[src/rtl/vga_mem_arbiter_if.sv]
// Host-side request/acknowledge bus for the video RAM arbiter.
// The master raises req with stable fields and holds them until ack.
interface vga_mem_arbiter_if #(
  parameter int ADDR_W = 12,
  parameter int DATA_W = 8
);
  logic              req;
  logic              we;
  logic [ADDR_W-1:0] addr;
  logic [DATA_W-1:0] wdata;
  logic              ack;
  logic [DATA_W-1:0] rdata;

  modport master (
    output req,
    output we,
    output addr,
    output wdata,
    input  ack,
    input  rdata
  );

  modport slave (
    input  req,
    input  we,
    input  addr,
    input  wdata,
    output ack,
    output rdata
  );
endinterface

[src/rtl/vga_mem_arbiter.sv]
// Single-port video RAM arbiter: display fetch always wins,
// host accesses fill idle cycles with fixed pipelined latency.
module vga_mem_arbiter #(
  parameter int ADDR_W = 12,
  parameter int DATA_W = 8
) (
  input  logic              clk_i,
  input  logic              rst_i,
  input  logic              disp_req_i,
  input  logic [ADDR_W-1:0] disp_addr_i,
  output logic [DATA_W-1:0] disp_data_o,
  output logic              disp_valid_o,
  vga_mem_arbiter_if.slave  host,
  output logic              ram_en_o,
  output logic              ram_we_o,
  output logic [ADDR_W-1:0] ram_addr_o,
  output logic [DATA_W-1:0] ram_wdata_o,
  input  logic [DATA_W-1:0] ram_rdata_i,
  output logic [15:0]       conflict_cnt_o
);

  typedef enum logic [1:0] {
    IDLE,
    WR_ACK,
    RD_WAIT,
    RD_ACK
  } state_e;

  state_e            state_q;
  logic              tag_vld_q;
  logic              tag_host_q;
  logic              disp_valid_q;
  logic [DATA_W-1:0] disp_data_q;
  logic              ack_q;
  logic [DATA_W-1:0] rdata_q;
  logic [15:0]       cnt_q;

  logic disp_iss;
  logic host_iss;
  logic host_rd_iss;
  logic blocked;

  assign disp_iss    = disp_req_i & ~rst_i;
  assign host_iss    = host.req & ~disp_req_i &
                       (state_q == IDLE) & ~rst_i;
  assign host_rd_iss = host_iss & ~host.we;
  assign blocked     = host.req & disp_req_i &
                       (state_q == IDLE);

  // Port drive follows the current-cycle grant directly.
  always_comb begin
    ram_en_o    = 1'b0;
    ram_we_o    = 1'b0;
    ram_addr_o  = '0;
    ram_wdata_o = '0;
    if (disp_iss) begin
      ram_en_o   = 1'b1;
      ram_addr_o = disp_addr_i;
    end else if (host_iss) begin
      ram_en_o   = 1'b1;
      ram_we_o   = host.we;
      ram_addr_o = host.addr;
      if (host.we) begin
        ram_wdata_o = host.wdata;
      end
    end
  end

  always_ff @(posedge clk_i) begin
    if (rst_i) begin
      state_q      <= IDLE;
      tag_vld_q    <= 1'b0;
      tag_host_q   <= 1'b0;
      disp_valid_q <= 1'b0;
      disp_data_q  <= '0;
      ack_q        <= 1'b0;
      rdata_q      <= '0;
      cnt_q        <= '0;
    end else begin
      // Owner tag rides alongside the one-cycle RAM read latency.
      tag_vld_q    <= disp_iss | host_rd_iss;
      tag_host_q   <= host_rd_iss;
      disp_valid_q <= tag_vld_q & ~tag_host_q;
      if (tag_vld_q && !tag_host_q) begin
        disp_data_q <= ram_rdata_i;
      end
      if (blocked && cnt_q != 16'hFFFF) begin
        cnt_q <= cnt_q + 16'd1;
      end
      ack_q <= 1'b0;
      case (state_q)
        IDLE: begin
          if (host_iss) begin
            if (host.we) begin
              state_q <= WR_ACK;
              ack_q   <= 1'b1;
            end else begin
              state_q <= RD_WAIT;
            end
          end
        end
        RD_WAIT: begin
          if (tag_vld_q && tag_host_q) begin
            rdata_q <= ram_rdata_i;
          end
          ack_q   <= 1'b1;
          state_q <= RD_ACK;
        end
        WR_ACK:  state_q <= IDLE;
        RD_ACK:  state_q <= IDLE;
        default: state_q <= IDLE;
      endcase
    end
  end

  assign disp_data_o    = disp_data_q;
  assign disp_valid_o   = disp_valid_q;
  assign host.ack       = ack_q;
  assign host.rdata     = rdata_q;
  assign conflict_cnt_o = cnt_q;

endmodule
[src/flat_wrapper.sv]
// flat-port wrapper written by rule: the top's interface ports become plain ports
module vga_mem_arbiter_flat 
#(
  parameter int ADDR_W = 12,
  parameter int DATA_W = 8
)
  (clk_i, rst_i, disp_req_i, disp_addr_i, disp_data_o, disp_valid_o, ram_en_o, ram_we_o, ram_addr_o, ram_wdata_o, ram_rdata_i, conflict_cnt_o, host_req, host_we, host_addr, host_wdata, host_ack, host_rdata);
  vga_mem_arbiter_if #(.ADDR_W(ADDR_W), .DATA_W(DATA_W)) host_i ();
  input  logic clk_i;
  input  logic rst_i;
  input  logic disp_req_i;
  input  logic [ADDR_W-1:0] disp_addr_i;
  output logic [DATA_W-1:0] disp_data_o;
  output logic disp_valid_o;
  output logic ram_en_o;
  output logic ram_we_o;
  output logic [ADDR_W-1:0] ram_addr_o;
  output logic [DATA_W-1:0] ram_wdata_o;
  input  logic [DATA_W-1:0] ram_rdata_i;
  output logic [15:0] conflict_cnt_o;
  input wire logic [$bits(host_i.req)-1:0] host_req;
  input wire logic [$bits(host_i.we)-1:0] host_we;
  input wire logic [$bits(host_i.addr)-1:0] host_addr;
  input wire logic [$bits(host_i.wdata)-1:0] host_wdata;
  output wire logic [$bits(host_i.ack)-1:0] host_ack;
  output wire logic [$bits(host_i.rdata)-1:0] host_rdata;
  assign host_i.req = host_req;
  assign host_i.we = host_we;
  assign host_i.addr = host_addr;
  assign host_i.wdata = host_wdata;
  assign host_ack = host_i.ack;
  assign host_rdata = host_i.rdata;
  vga_mem_arbiter #(.ADDR_W(ADDR_W), .DATA_W(DATA_W)) u_core (.clk_i(clk_i), .rst_i(rst_i), .disp_req_i(disp_req_i), .disp_addr_i(disp_addr_i), .disp_data_o(disp_data_o), .disp_valid_o(disp_valid_o), .host(host_i), .ram_en_o(ram_en_o), .ram_we_o(ram_we_o), .ram_addr_o(ram_addr_o), .ram_wdata_o(ram_wdata_o), .ram_rdata_i(ram_rdata_i), .conflict_cnt_o(conflict_cnt_o));
endmodule
[config.mk]
export PLATFORM = sky130hd
export DESIGN_NAME = vga_mem_arbiter_flat
export DESIGN_NICKNAME = d
export VERILOG_FILES = /design/src/rtl/vga_mem_arbiter_if.sv /design/src/rtl/vga_mem_arbiter.sv /design/src/flat_wrapper.sv
export SDC_FILE = /design/constraint.sdc
export NUM_CORES = 1
export LEC_CHECK = 0
export CAP_MARGIN = 25
export CELL_PAD_IN_SITES_DETAIL_PLACEMENT = 0
export CELL_PAD_IN_SITES_GLOBAL_PLACEMENT = 1
export CORE_MARGIN = 2
export CORE_UTILIZATION = 29
export CTS_BUF_LIST = sky130_fd_sc_hd__clkbuf_4
export DETAILED_ROUTE_END_ITERATION = 16
export PLACE_DENSITY = 0.91
export SYNTH_ARGS = -nofsm -noshare
export SYNTH_HDL_FRONTEND = slang
export SYNTH_SLANG_ARGS = --single-unit
[constraint.sdc]
create_clock -name clk_i -period 4.8 [get_ports clk_i]
set_input_delay 0.96 -clock clk_i [delete_from_list [all_inputs] [get_ports clk_i]]
set_output_delay 0.96 -clock clk_i [all_outputs]
set_load 0.01 [all_outputs]
==> impl_results.md, run 1 <==
* # Max-Cap Violations at 0
* Post-layout min period at 4.15 ns
* Worst relative slew slack at 0.601
* Worst skew pair latency at 0.34 ns
* Die outline width at 82.7 um
* Number of routed nets with antenna violations at 0
* Cell family contributing the most delay on the critical path: buffers and inverters
* Proportion of register bits with asynchronous set or reset after synthesis at 0
* Global route total overflow at 0
* Tcrit/Tclk final at 0.865
* Power density cells at 218 nW/um^2
* # port buffers at 100
* Overall die area at 6840 um^2
* CTS tree: yes
* Post-cts resize count at 0
* Share of post-route cells with drive strength above 1 at 0.0510
* Leakage Power at 1.04 nW
* CP Buf/Inv Count at 3
* Post-synthesis cell type count at 40
* Setup TNS at 0 ns
* Maximum level of the CTS H-tree at 2
* Cell count after placement at 382
* Cell at the root of the clock tree: sky130_fd_sc_hd__clkbuf_4
* Number of filler instances in the final layout at 585
* Number of global-route vias before repair at 1816
* Mapped Avg Cell Area at 8.36 um^2
* Count of final max-slew check failures at 0
* Worst Setup Start Kind: primary input
* Worst IR Drop VDD at 0.000140 V
* Worst-path cell chain: clkdlybuf4s50_1 > or3b_1 > nor3_2 > buf_4 > and3_1 > clkdlybuf4s50_1
* Most frequently used flop master after synthesis: sky130_fd_sc_hd__dfxtp_1
* Core occupancy in the finished layout at 0.495
* Number of antenna cells inserted at 0
* Number of hold buffers added after cts at 0
* Portion of the post-synthesis area used by sequential elements at 0.423
* Clock-pin transition on the worst setup and hold timing paths at 0.11 ns
* Area used by multi-input combinational logic at 986 um^2
* Final setup violation count at 0
* Num rows at 28
* Highest cell delay on the worst timing path at 0.54 ns
* Post-detail-place hpwl at 4.16 mm
* Number of synthesized register bits at 38
* Highest-delay cell along the critical path: sky130_fd_sc_hd__clkdlybuf4s50_1
* Pre-CTS worst setup slack at 0.627 ns
* Endpoint type of the worst setup path: primary output
* Number of nets at the end of the flow at 360
* Critical path data required time at 3.84 ns
* Die extent in y at 82.7 um
* Via Count at 1932
* Least setup slack across all paths after layout at 0.649 ns
* Detailed-route DRC error count at 0
* RSZ-0062 raised after global routing: false
* Count of flip-flops with a built-in enable after synthesis at 0
* Average wire per cell in the routed design at 14.2 um
* Post-CTS Setup Inserts at 0
* Class of the tightest hold or removal check: reg -> reg
* Outcome: finished, final reports clean
* Routed wire length at 5.51 mm
* Maximum number of pins on one net before global-route repair at 23
* Routed vias/inst at 4.97
* Final Hold Viols at 0
* First-pass GRT wire length at 8.69 mm
* Final cell count without fillers at 389
* Iter 0 DRT Violations at 61
* Number of buffers between clock root and the deepest sink at 2
* Initial antenna violation count at 0
* Crit Path Class: in -> out
* Detailed-router iteration count before antenna repair at 4
* Cell Area, Synth at 1800 um^2
* Critical Path Most Common Cell: sky130_fd_sc_hd__clkdlybuf4s50_1
* Clock Sinks at 38
* Clock Skew at 0.00651 ns
* Total design power at 644 uW
* Total nets after synthesis at 261
* Number of buffers inserted during clock tree synthesis at 5
* Starting density of the core at 0.302
* Area growth from synthesis to layout at 64.2%
* Overall Global Routing Usage at 0.164
* Final GP Congestion at 0.751
* Most frequent cells in the layout: sky130_fd_sc_hd__clkdlybuf4s50_1, sky130_fd_sc_hd__dfxtp_1, sky130_fd_sc_hd__nand2_1
* Slew at the pin closest to its max-slew limit at 0.598 ns
* Max Clk Rate at 241 MHz
* Storage element area at 761 um^2
* Most common cell after layout, fill and taps aside: sky130_fd_sc_hd__clkdlybuf4s50_1
* Core Area at 5960 um^2
* Number of warnings printed during yosys synthesis at 0
* Worst path arrival time at 3.19 ns
* Worst-path maximum fanout at 16
* Mapped Cells at 215
* I/O pin total at 101
-- metal layers --
layer | share of wire | routed length [um] | up-vias | global-route usage
met5 | 0 | 0 | - | 0
met4 | 0.024 | 131 | 0 | 0.0607
met3 | 0.058 | 318 | 17 | 0.0467
met2 | 0.47 | 2580 | 54 | 0.269
met1 | 0.45 | 2490 | 877 | 0.203
li1 | - | - | 984 | -
-- layout make-up --
class,instances,share of cell area
repair buffers,104,0.349
clock buffers,5,0.0127
clock inverters,2,0.0115
flip-flops and latches,38,0.258
well taps,75,0.0318
inverters,2,0.00254
multi-input cells,163,0.334
-- flip-flops by register name, summed over array words and instances (netlist names) --
name and flops:
u_core.conflict_cnt_o 16, u_core.disp_data_o 8, u_core.host.rdata 8, u_core.state_q 2
u_core.disp_valid_o 1, u_core.host.ack 1, u_core.tag_host_q 1, u_core.tag_vld_q 1
-- tightest hold or removal path, delay by kind of cell (launching register included) --
| kind | cells | cell delay, ns |
|---|---|---|
| compound gates | 1 | 0.05 |
| flops | 1 | 0.33 |
| simple gates | 1 | 0.05 |
-- worst paths after layout --
kind / startpoint / end / slack, ns / depth (start not counted)
worst min-delay path: u_core.disp_data_o[4] / u_core.disp_data_o[4] / 0.46 / 2
worst max register to register: u_core.conflict_cnt_o[1] / u_core.conflict_cnt_o[5] / 2.88 / 5
worst min register to register: u_core.disp_data_o[4] / u_core.disp_data_o[4] / 0.46 / 2
worst max-delay path: host_req / ram_wdata_o[3] / 0.65 / 6
-- cells in the mapped netlist (all sizes together) (5+ instances only) --
| master | count | area share |
|---|---|---|
| a22o | 12 | 0.058 |
| nand2 | 35 | 0.073 |
| nand3 | 7 | 0.022 |
| nor2b | 5 | 0.017 |
| nor3 | 5 | 0.017 |
| buf | 6 | 0.014 |
| nand4 | 5 | 0.017 |
| o31ai | 5 | 0.021 |
| clkbuf | 6 | 0.013 |
| and3 | 10 | 0.035 |
| nor2 | 10 | 0.021 |
| dfxtp | 38 | 0.42 |
| a21oi | 29 | 0.081 |
-- cells by family after synthesis --
family          after synthesis  synth area share
compound gates               57             0.202
xor+xnor                      1           0.00488
fa+ha+maj                     1           0.00696
buf+inv                      14            0.0306
flops                        38             0.423
mux                           3            0.0188
simple gates                101             0.313
-- per-stage QoR --
stage          hold slack, ns  instance area [um^2]
5_1_grt                 0.485                  2950
6_report                0.461                  2950
2_1_floorplan           0.481                  1800
3_5_place_dp            0.447                  2880
4_1_cts                 0.463                  2950
3_3_place_gp            0.443                  2880
-- power by group --
group          leakage, nW  switching [mW]  internal (mW)
Clock               0.0387           0.102          0.105
Combinational        0.694          0.0420         0.0681
Sequential           0.308         0.00464          0.322
Total                 1.04           0.148          0.496
No activity file was read; power rests on OpenSTA's default activity.
==> inputs of run 2 (changes only) <==
--- a/config.mk
+++ b/config.mk
@@ -5,14 +5,15 @@
 export SDC_FILE = /design/constraint.sdc
 export NUM_CORES = 1
 export LEC_CHECK = 0
+export ABC_AREA = 1
 export CAP_MARGIN = 25
-export CELL_PAD_IN_SITES_DETAIL_PLACEMENT = 0
+export CELL_PAD_IN_SITES_DETAIL_PLACEMENT = 1
 export CELL_PAD_IN_SITES_GLOBAL_PLACEMENT = 1
 export CORE_MARGIN = 2
 export CORE_UTILIZATION = 29
 export CTS_BUF_LIST = sky130_fd_sc_hd__clkbuf_4
 export DETAILED_ROUTE_END_ITERATION = 16
-export PLACE_DENSITY = 0.91
+export PLACE_DENSITY = 0.92
 export SYNTH_ARGS = -nofsm -noshare
 export SYNTH_HDL_FRONTEND = slang
 export SYNTH_SLANG_ARGS = --single-unit
==> impl_results.md, run 2 <==
* Worst path arrival time at 3.01 ns (was 3.19 ns)
* Clk network pwr share at 0.336 (was 0.322)
* Leakage Power at 1.26 nW (was 1.04 nW)
* I/O pin total at 101 (unchanged)
* Number of buffers between clock root and the deepest sink at 2 (unchanged)
* Setup TNS at 0 ns (unchanged)
* Final cell count without fillers at 475 (was 389)
* Portion of the post-synthesis area used by sequential elements at 0.386 (was 0.423)
* Post-layout min period at 3.97 ns (was 4.15 ns)
* Worst skew pair latency at 0.34 ns (about the same)
* Cell family contributing the most delay on the critical path: buffers and inverters (unchanged)
* Detailed-router iteration count before antenna repair at 4 (unchanged)
* Worst-path maximum fanout at 17 (was 16)
* Routed vias/inst at 4.84 (was 4.97)
* Overall die area at 7480 um^2 (was 6840 um^2)
* Core occupancy in the finished layout at 0.469 (was 0.495)
* Overall Global Routing Usage at 0.186 (was 0.164)
* Outcome: finished, final reports clean (unchanged)
* Number of hold buffers added after cts at 0 (unchanged)
* Fraction of power consumed by combinational cells at 0.183 (was 0.171)
* CP Buf/Inv Count at 4 (was 3)
* Clock Sinks at 38 (unchanged)
* Crit Path Class: in -> out (unchanged)
* RSZ-0062 raised after global routing: false (unchanged)
* Share of total power in sequential cells at 0.481 (was 0.507)
* Global route total overflow at 0 (unchanged)
* Highest cell delay on the worst timing path at 0.56 ns (was 0.54 ns)
* Area growth from synthesis to layout at 58.8% (was 64.2%)
* Final GP Congestion at 0.868 (was 0.751)
* Proportion of register bits with asynchronous set or reset after synthesis at 0 (unchanged)
* Number of nets at the end of the flow at 440 (was 360)
* Area used by multi-input combinational logic at 1060 um^2 (was 986 um^2)
* Via Count at 2298 (was 1932)
* Cell Area, Synth at 1970 um^2 (was 1800 um^2)
* Routed wire length at 6.63 mm (was 5.51 mm)
* Most common cell after layout, fill and taps aside: sky130_fd_sc_hd__clkdlybuf4s50_1 (unchanged)
* Mapped Avg Cell Area at 6.76 um^2 (was 8.36 um^2)
* Clock Skew at 0.0128 ns (was 0.00651 ns)
* Core Area at 6680 um^2 (was 5960 um^2)
* Endpoint type of the worst setup path: primary output (unchanged)
* Number of buffers inserted during clock tree synthesis at 5 (unchanged)
* Final setup violation count at 0 (unchanged)
* Highest-delay cell along the critical path: sky130_fd_sc_hd__clkdlybuf4s50_1 (unchanged)
* Share of post-route cells with drive strength above 1 at 0.0759 (was 0.0510)
* Total design power at 686 uW (was 644 uW)
* Starting density of the core at 0.295 (was 0.302)
* Clock-pin transition on the worst setup and hold timing paths at 0.12 ns (was 0.11 ns)
* Average wire per cell in the routed design at 13.9 um (was 14.2 um)
* Pre-CTS worst setup slack at 0.802 ns (was 0.627 ns)
* # port buffers at 100 (unchanged)
* Worst relative slew slack at 0.611 (was 0.601)
* Post-detail-place hpwl at 5.19 mm (was 4.16 mm)
* Top cells by area, synth: sky130_fd_sc_hd__dfxtp_1, sky130_fd_sc_hd__nor2_1, sky130_fd_sc_hd__nand2_1 (was sky130_fd_sc_hd__dfxtp_1, sky130_fd_sc_hd__a21oi_1, sky130_fd_sc_hd__nand2_1)
* Post-CTS Setup Inserts at 0 (unchanged)
* Most numerous cell in the Yosys netlist: sky130_fd_sc_hd__nor2_1 (was sky130_fd_sc_hd__dfxtp_1)
* Count of flip-flops with a built-in enable after synthesis at 0 (unchanged)
* Maximum level of the CTS H-tree at 2 (unchanged)
* Detailed-route DRC error count at 0 (unchanged)
* Worst-path cell chain: clkdlybuf4s50_1 > inv_2 > nand3_2 > nor2_1 > inv_1 > nor2_1 > clkdlybuf4s50_1 (was clkdlybuf4s50_1 > or3b_1 > nor3_2 > buf_4 > and3_1 > clkdlybuf4s50_1)
* Number of synthesized register bits at 38 (unchanged)
* Die outline width at 86.5 um (was 82.7 um)
* Total nets after synthesis at 338 (was 261)
* Most frequent cells in the layout: sky130_fd_sc_hd__clkdlybuf4s50_1, sky130_fd_sc_hd__nor2_1, sky130_fd_sc_hd__nand2_1 (was sky130_fd_sc_hd__clkdlybuf4s50_1, sky130_fd_sc_hd__dfxtp_1, sky130_fd_sc_hd__nand2_1)
* Worst Setup Start Kind: primary input (unchanged)
* Number of warnings printed during yosys synthesis at 0 (unchanged)
* Slew at the pin closest to its max-slew limit at 0.581 ns (was 0.598 ns)
* Final Hold Viols at 0 (unchanged)
* Least setup slack across all paths after layout at 0.835 ns (was 0.649 ns)
* Number of routed nets with antenna violations at 0 (unchanged)
* Most frequently used flop master after synthesis: sky130_fd_sc_hd__dfxtp_1 (unchanged)
* Count of final max-slew check failures at 0 (unchanged)
* Die extent in y at 86.5 um (was 82.7 um)
* Maximum number of pins on one net before global-route repair at 30 (was 23)
* Critical path data required time at 3.84 ns (about the same)
* Post-cts resize count at 0 (unchanged)
* Cell count after placement at 467 (was 382)
* Leading post-synthesis cells by instance count: sky130_fd_sc_hd__nor2_1, sky130_fd_sc_hd__nand2_1, sky130_fd_sc_hd__dfxtp_1, sky130_fd_sc_hd__inv_1, sky130_fd_sc_hd__o21ai_0 (was sky130_fd_sc_hd__dfxtp_1, sky130_fd_sc_hd__nand2_1, sky130_fd_sc_hd__a21oi_1, sky130_fd_sc_hd__a22o_1)
* Cell at the root of the clock tree: sky130_fd_sc_hd__clkbuf_4 (unchanged)
* Num rows at 30 (was 28)
* Fraction of post-synthesis cell area in the top cell type by area at 0.386 (was 0.423)
* Placed cell areas at 3050 um^2 (was 2880 um^2)
* Max FFs per register at 16 (unchanged)
* Iter 0 DRT Violations at 56 (was 61)
* Power density cells at 219 nW/um^2 (was 218 nW/um^2)
* Switching pwr at 167 uW (was 148 uW)
* Max Clk Rate at 252 MHz (was 241 MHz)
* Initial antenna violation count at 0 (unchanged)
* Hold_ws at 0.498 ns (was 0.461 ns)
* Number of filler instances in the final layout at 857 (was 585)
* Number of global-route vias before repair at 2429 (was 1816)
* Final std cell area, no fill at 3130 um^2 (was 2950 um^2)
* Class of the tightest hold or removal check: reg -> reg (unchanged)
* Design internal power at 519 uW (was 496 uW)
* Cell type with the largest total area after synthesis: sky130_fd_sc_hd__dfxtp_1 (unchanged)
* Mapped Cells at 292 (was 215)
* Storage element area at 761 um^2 (unchanged)
* # Max-Cap Violations at 0 (unchanged)
* CTS tree: yes (unchanged)
* First-pass GRT wire length at 11.2 mm (was 8.69 mm)
* Post-synthesis cell type count at 27 (was 40)
* Tcrit/Tclk final at 0.826 (was 0.865)
* Switching share of power at 0.244 (was 0.230)
* Worst IR Drop VDD at 0.000111 V (was 0.000140 V)
* Number of antenna cells inserted at 0 (unchanged)
## run 2: cell type report
| cell class | instances | area share |
|---|---|---|
| Tap cell | 80 | 0.0319 |
| Clock buffer | 7 | 0.0168 |
| Inverter | 31 | 0.0371 |
| Clock inverter | 1 | 0.00958 |
| Sequential cell | 38 | 0.243 |
| Multi-Input combinational cell | 216 | 0.337 |
| Timing Repair Buffer | 102 | 0.324 |
## run 2: final timing paths
kind,start,endpoint,slack [ns],depth (start not counted)
worst max-delay path,rst_i,ram_wdata_o[3],0.83,7
worst min register to register,u_core.host.rdata[3],u_core.host.rdata[3],0.50,2
worst max register to register,u_core.tag_vld_q,u_core.disp_data_o[0],3.15,5
worst min-delay path,u_core.host.rdata[3],u_core.host.rdata[3],0.50,2
## run 2: worst register-to-register path: stages (launching register included)
cell	delay (ns)
sky130_fd_sc_hd__dfxtp_1	0.35
sky130_fd_sc_hd__inv_1	0.04
sky130_fd_sc_hd__nor2_1	0.44
sky130_fd_sc_hd__clkinv_1	0.45
sky130_fd_sc_hd__nor2_1	0.20
sky130_fd_sc_hd__nor2_1	0.07
## run 2: layer usage
metal / GRT usage / routed length, um / vias up
met1: 0.204 / 2680 / 1082
met4: 0.0384 / 48 / 0
met3: 0.0581 / 398 / 6
met5: 0 / 0 / -
li1: - / - / 1146
met2: 0.349 / 3500 / 64
## run 2: logic make-up (layout without fill, tap and decap cells)
group	after synthesis	in the layout	synth area share
compound gates	43	43	0.142
xor+xnor	1	1	0.00444
fa+ha+maj	1	1	0.00634
buf+inv	38	141	0.0786
flops	38	38	0.386
simple gates	171	171	0.383
## run 2: power by group through the flow
stage          Clock [mW]  Sequential [mW]  Combinational [mW]
3_5_place_dp            0            0.337               0.126
6_report            0.231            0.330               0.125
5_1_grt             0.251            0.331               0.137
4_1_cts             0.241            0.330               0.127
2_1_floorplan           0            0.340              0.0419
3_3_place_gp            0            0.336               0.122
==> inputs of run 3 (changes only) <==
--- a/config.mk
+++ b/config.mk
@@ -10,10 +10,10 @@
 export CELL_PAD_IN_SITES_DETAIL_PLACEMENT = 1
 export CELL_PAD_IN_SITES_GLOBAL_PLACEMENT = 1
 export CORE_MARGIN = 2
-export CORE_UTILIZATION = 29
+export CORE_UTILIZATION = 25
 export CTS_BUF_LIST = sky130_fd_sc_hd__clkbuf_4
 export DETAILED_ROUTE_END_ITERATION = 16
-export PLACE_DENSITY = 0.92
+export PLACE_DENSITY = 0.84
 export SYNTH_ARGS = -nofsm -noshare
 export SYNTH_HDL_FRONTEND = slang
 export SYNTH_SLANG_ARGS = --single-unit
==> constraint.sdc (replaced) <==
create_clock -name clk_i -period 3.4 [get_ports clk_i]
set_input_delay 0.68 -clock clk_i [delete_from_list [all_inputs] [get_ports clk_i]]
set_output_delay 0.68 -clock clk_i [all_outputs]
set_load 0.01 [all_outputs]
==> impl_results.md, run 3 (synthesis results as in run 2) <==
* Fraction of power consumed by combinational cells at 0.170 (was 0.183)
* Final GP Congestion at 0.841 (was 0.868)
* Share of total power in sequential cells at 0.448 (was 0.481)
* Worst-path cell chain: clkdlybuf4s50_1 > inv_2 > nand3_2 > nor2_1 > inv_1 > nor2_1 > clkdlybuf4s50_1 (unchanged)
* Post-cts resize count at 0 (unchanged)
* Post-detail-place hpwl at 5.21 mm (was 5.19 mm)
* Worst Setup Start Kind: primary input (unchanged)
* Number of routed nets with antenna violations at 0 (unchanged)
* RSZ-0062 raised after global routing: false (unchanged)
* Iter 0 DRT Violations at 31 (was 56)
* Most frequent cells in the layout: sky130_fd_sc_hd__clkdlybuf4s50_1, sky130_fd_sc_hd__nor2_1, sky130_fd_sc_hd__nand2_1 (unchanged)
* I/O pin total at 101 (unchanged)
* Number of antenna cells inserted at 0 (unchanged)
* Detailed-route DRC error count at 0 (unchanged)
* Maximum number of pins on one net before global-route repair at 30 (unchanged)
* Core occupancy in the finished layout at 0.415 (was 0.469)
* Cell family contributing the most delay on the critical path: buffers and inverters (unchanged)
* Die outline width at 92.8 um (was 86.5 um)
* Share of post-route cells with drive strength above 1 at 0.0783 (was 0.0759)
* Initial antenna violation count at 0 (unchanged)
* Area growth from synthesis to layout at 61.8% (was 58.8%)
* Cell at the root of the clock tree: sky130_fd_sc_hd__clkbuf_4 (unchanged)
* # port buffers at 100 (unchanged)
* Number of buffers between clock root and the deepest sink at 2 (unchanged)
* Post-layout min period at 3.14 ns
* Routed wire length at 6.56 mm (was 6.63 mm)
* Worst-path maximum fanout at 8 (was 17)
* Placed cell areas at 3090 um^2 (was 3050 um^2)
* Routed vias/inst at 4.58 (was 4.84)
* Average wire per cell in the routed design at 13.2 um (was 13.9 um)
* Final Hold Viols at 0 (unchanged)
* Number of nets at the end of the flow at 441 (was 440)
* # Max-Cap Violations at 0 (unchanged)
* Die extent in y at 92.8 um (was 86.5 um)
* Num rows at 32 (was 30)
* Worst IR Drop VDD at 0.000151 V (was 0.000111 V)
* Clock Sinks at 38 (unchanged)
* Maximum level of the CTS H-tree at 2 (unchanged)
* Number of buffers inserted during clock tree synthesis at 5 (unchanged)
* Overall die area at 8620 um^2 (was 7480 um^2)
* Critical path data required time at 2.72 ns (was 3.84 ns)
* Count of final max-slew check failures at 0 (unchanged)
* Hold_ws at 0.498 ns (about the same)
* Max Clk Rate at 319 MHz
* Slew at the pin closest to its max-slew limit at 0.576 ns (was 0.581 ns)
* Leakage Power at 1.27 nW (was 1.26 nW)
* Worst relative slew slack at 0.614 (was 0.611)
* Overall Global Routing Usage at 0.159 (was 0.186)
* Worst skew pair latency at 0.35 ns (was 0.34 ns)
* Switching share of power at 0.239 (was 0.244)
* Starting density of the core at 0.257 (was 0.295)
* Outcome: finished, final reports clean (unchanged)
* Max FFs per register at 16 (unchanged)
* Critical path origin: rst_i (unchanged)
* Via Count at 2280 (was 2298)
* Post-CTS Setup Inserts at 0 (unchanged)
* Worst hold path startpoint: u_core.host.rdata[5] (was u_core.host.rdata[3])
* Switching pwr at 248 uW (was 167 uW)
* Design internal power at 791 uW (was 519 uW)
* Detailed-router iteration count before antenna repair at 4 (unchanged)
* Total design power at 1.04 mW (was 686 uW)
* Final std cell area, no fill at 3190 um^2 (was 3130 um^2)
* First-pass GRT wire length at 11.2 mm (about the same)
* Number of hold buffers added after cts at 0 (unchanged)
* Setup TNS at 0 ns (unchanged)
* Highest cell delay on the worst timing path at 0.55 ns (was 0.56 ns)
* Endpoint type of the worst setup path: primary output (unchanged)
* Crit Path Class: in -> out (unchanged)
* Tcrit/Tclk final at 0.923
* Worst path arrival time at 2.46 ns (was 3.01 ns)
* Clock Skew at 0.0152 ns (was 0.0128 ns)
* CP Buf/Inv Count at 4 (unchanged)
* CTS tree: yes (unchanged)
* Class of the tightest hold or removal check: reg -> reg (unchanged)
* Most common cell after layout, fill and taps aside: sky130_fd_sc_hd__clkdlybuf4s50_1 (unchanged)
* Final setup violation count at 0 (unchanged)
* Global route total overflow at 0 (unchanged)
* Clk network pwr share at 0.382 (was 0.336)
* Startpoint of the lowest-slack register-to-register path: u_core.conflict_cnt_o[0] (was u_core.tag_vld_q)
* Core Area at 7690 um^2 (was 6680 um^2)
* Number of global-route vias before repair at 2388 (was 2429)
* Highest-delay cell along the critical path: sky130_fd_sc_hd__clkdlybuf4s50_1 (unchanged)
* Clock-pin transition on the worst setup and hold timing paths at 0.12 ns (about the same)
* Power density cells at 326 nW/um^2 (was 219 nW/um^2)
run 3: cell types whose count changed in the layout (fill, tap and decap cells not counted):
cell,change
sky130_fd_sc_hd__clkinv_4,+1
sky130_fd_sc_hd__buf_4,+1
sky130_fd_sc_hd__clkbuf_4,-2
sky130_fd_sc_hd__bufinv_16,+1
run 3: path summary, 6_finish.rpt:
path	to	slack (ns)	cells after the start
hold / removal	u_core.host.rdata[5]	0.50	2
hold reg to reg	u_core.host.rdata[5]	0.50	2
setup reg to reg	u_core.conflict_cnt_o[1]	1.79	8
setup / recovery	ram_wdata_o[4]	0.26	7
run 3: area by class of cell:
class	count	area [um^2]
Timing Repair Buffer	103	1020
Clock buffer	5	37.5
Clock inverter	3	68.8
Tap cell	102	128
Fill cell	987	4500
Inverter	31	116
Multi-Input combinational cell	216	1060
Sequential cell	38	761
run 3: layer usage:
| metal | up-vias | share of wire | GRT usage |
|---|---|---|---|
| li1 | 1147 | - | - |
| met3 | 10 | 0.051 | 0.0358 |
| met1 | 1062 | 0.42 | 0.185 |
| met2 | 61 | 0.51 | 0.289 |
| met4 | 0 | 0.014 | 0.0478 |
| met5 | - | 0 | 0 |
run 3: power groups by stage:
stage | sequential, mW | clock, mW | combinational, mW
floorplan | 0.479 | 0 | 0.0591
global placement | 0.475 | 0 | 0.174
detailed placement | 0.475 | 0 | 0.178
CTS | 0.466 | 0.409 | 0.179
global route | 0.468 | 0.428 | 0.192
finish | 0.466 | 0.397 | 0.177
run 3: per-stage QoR:
stage          std cells  setup slack, ns
6_report             498            0.263
5_1_grt              498            0.115
4_1_cts              498            0.246
3_5_place_dp         490            0.248
3_3_place_gp         490            0.348
2_1_floorplan        292             1.23
run 3: worst min-delay path: cells and delay by family (launching register included):
kind             cells  cell delay, ns
DFF                  1            0.33
and+or+nand+nor      2            0.14
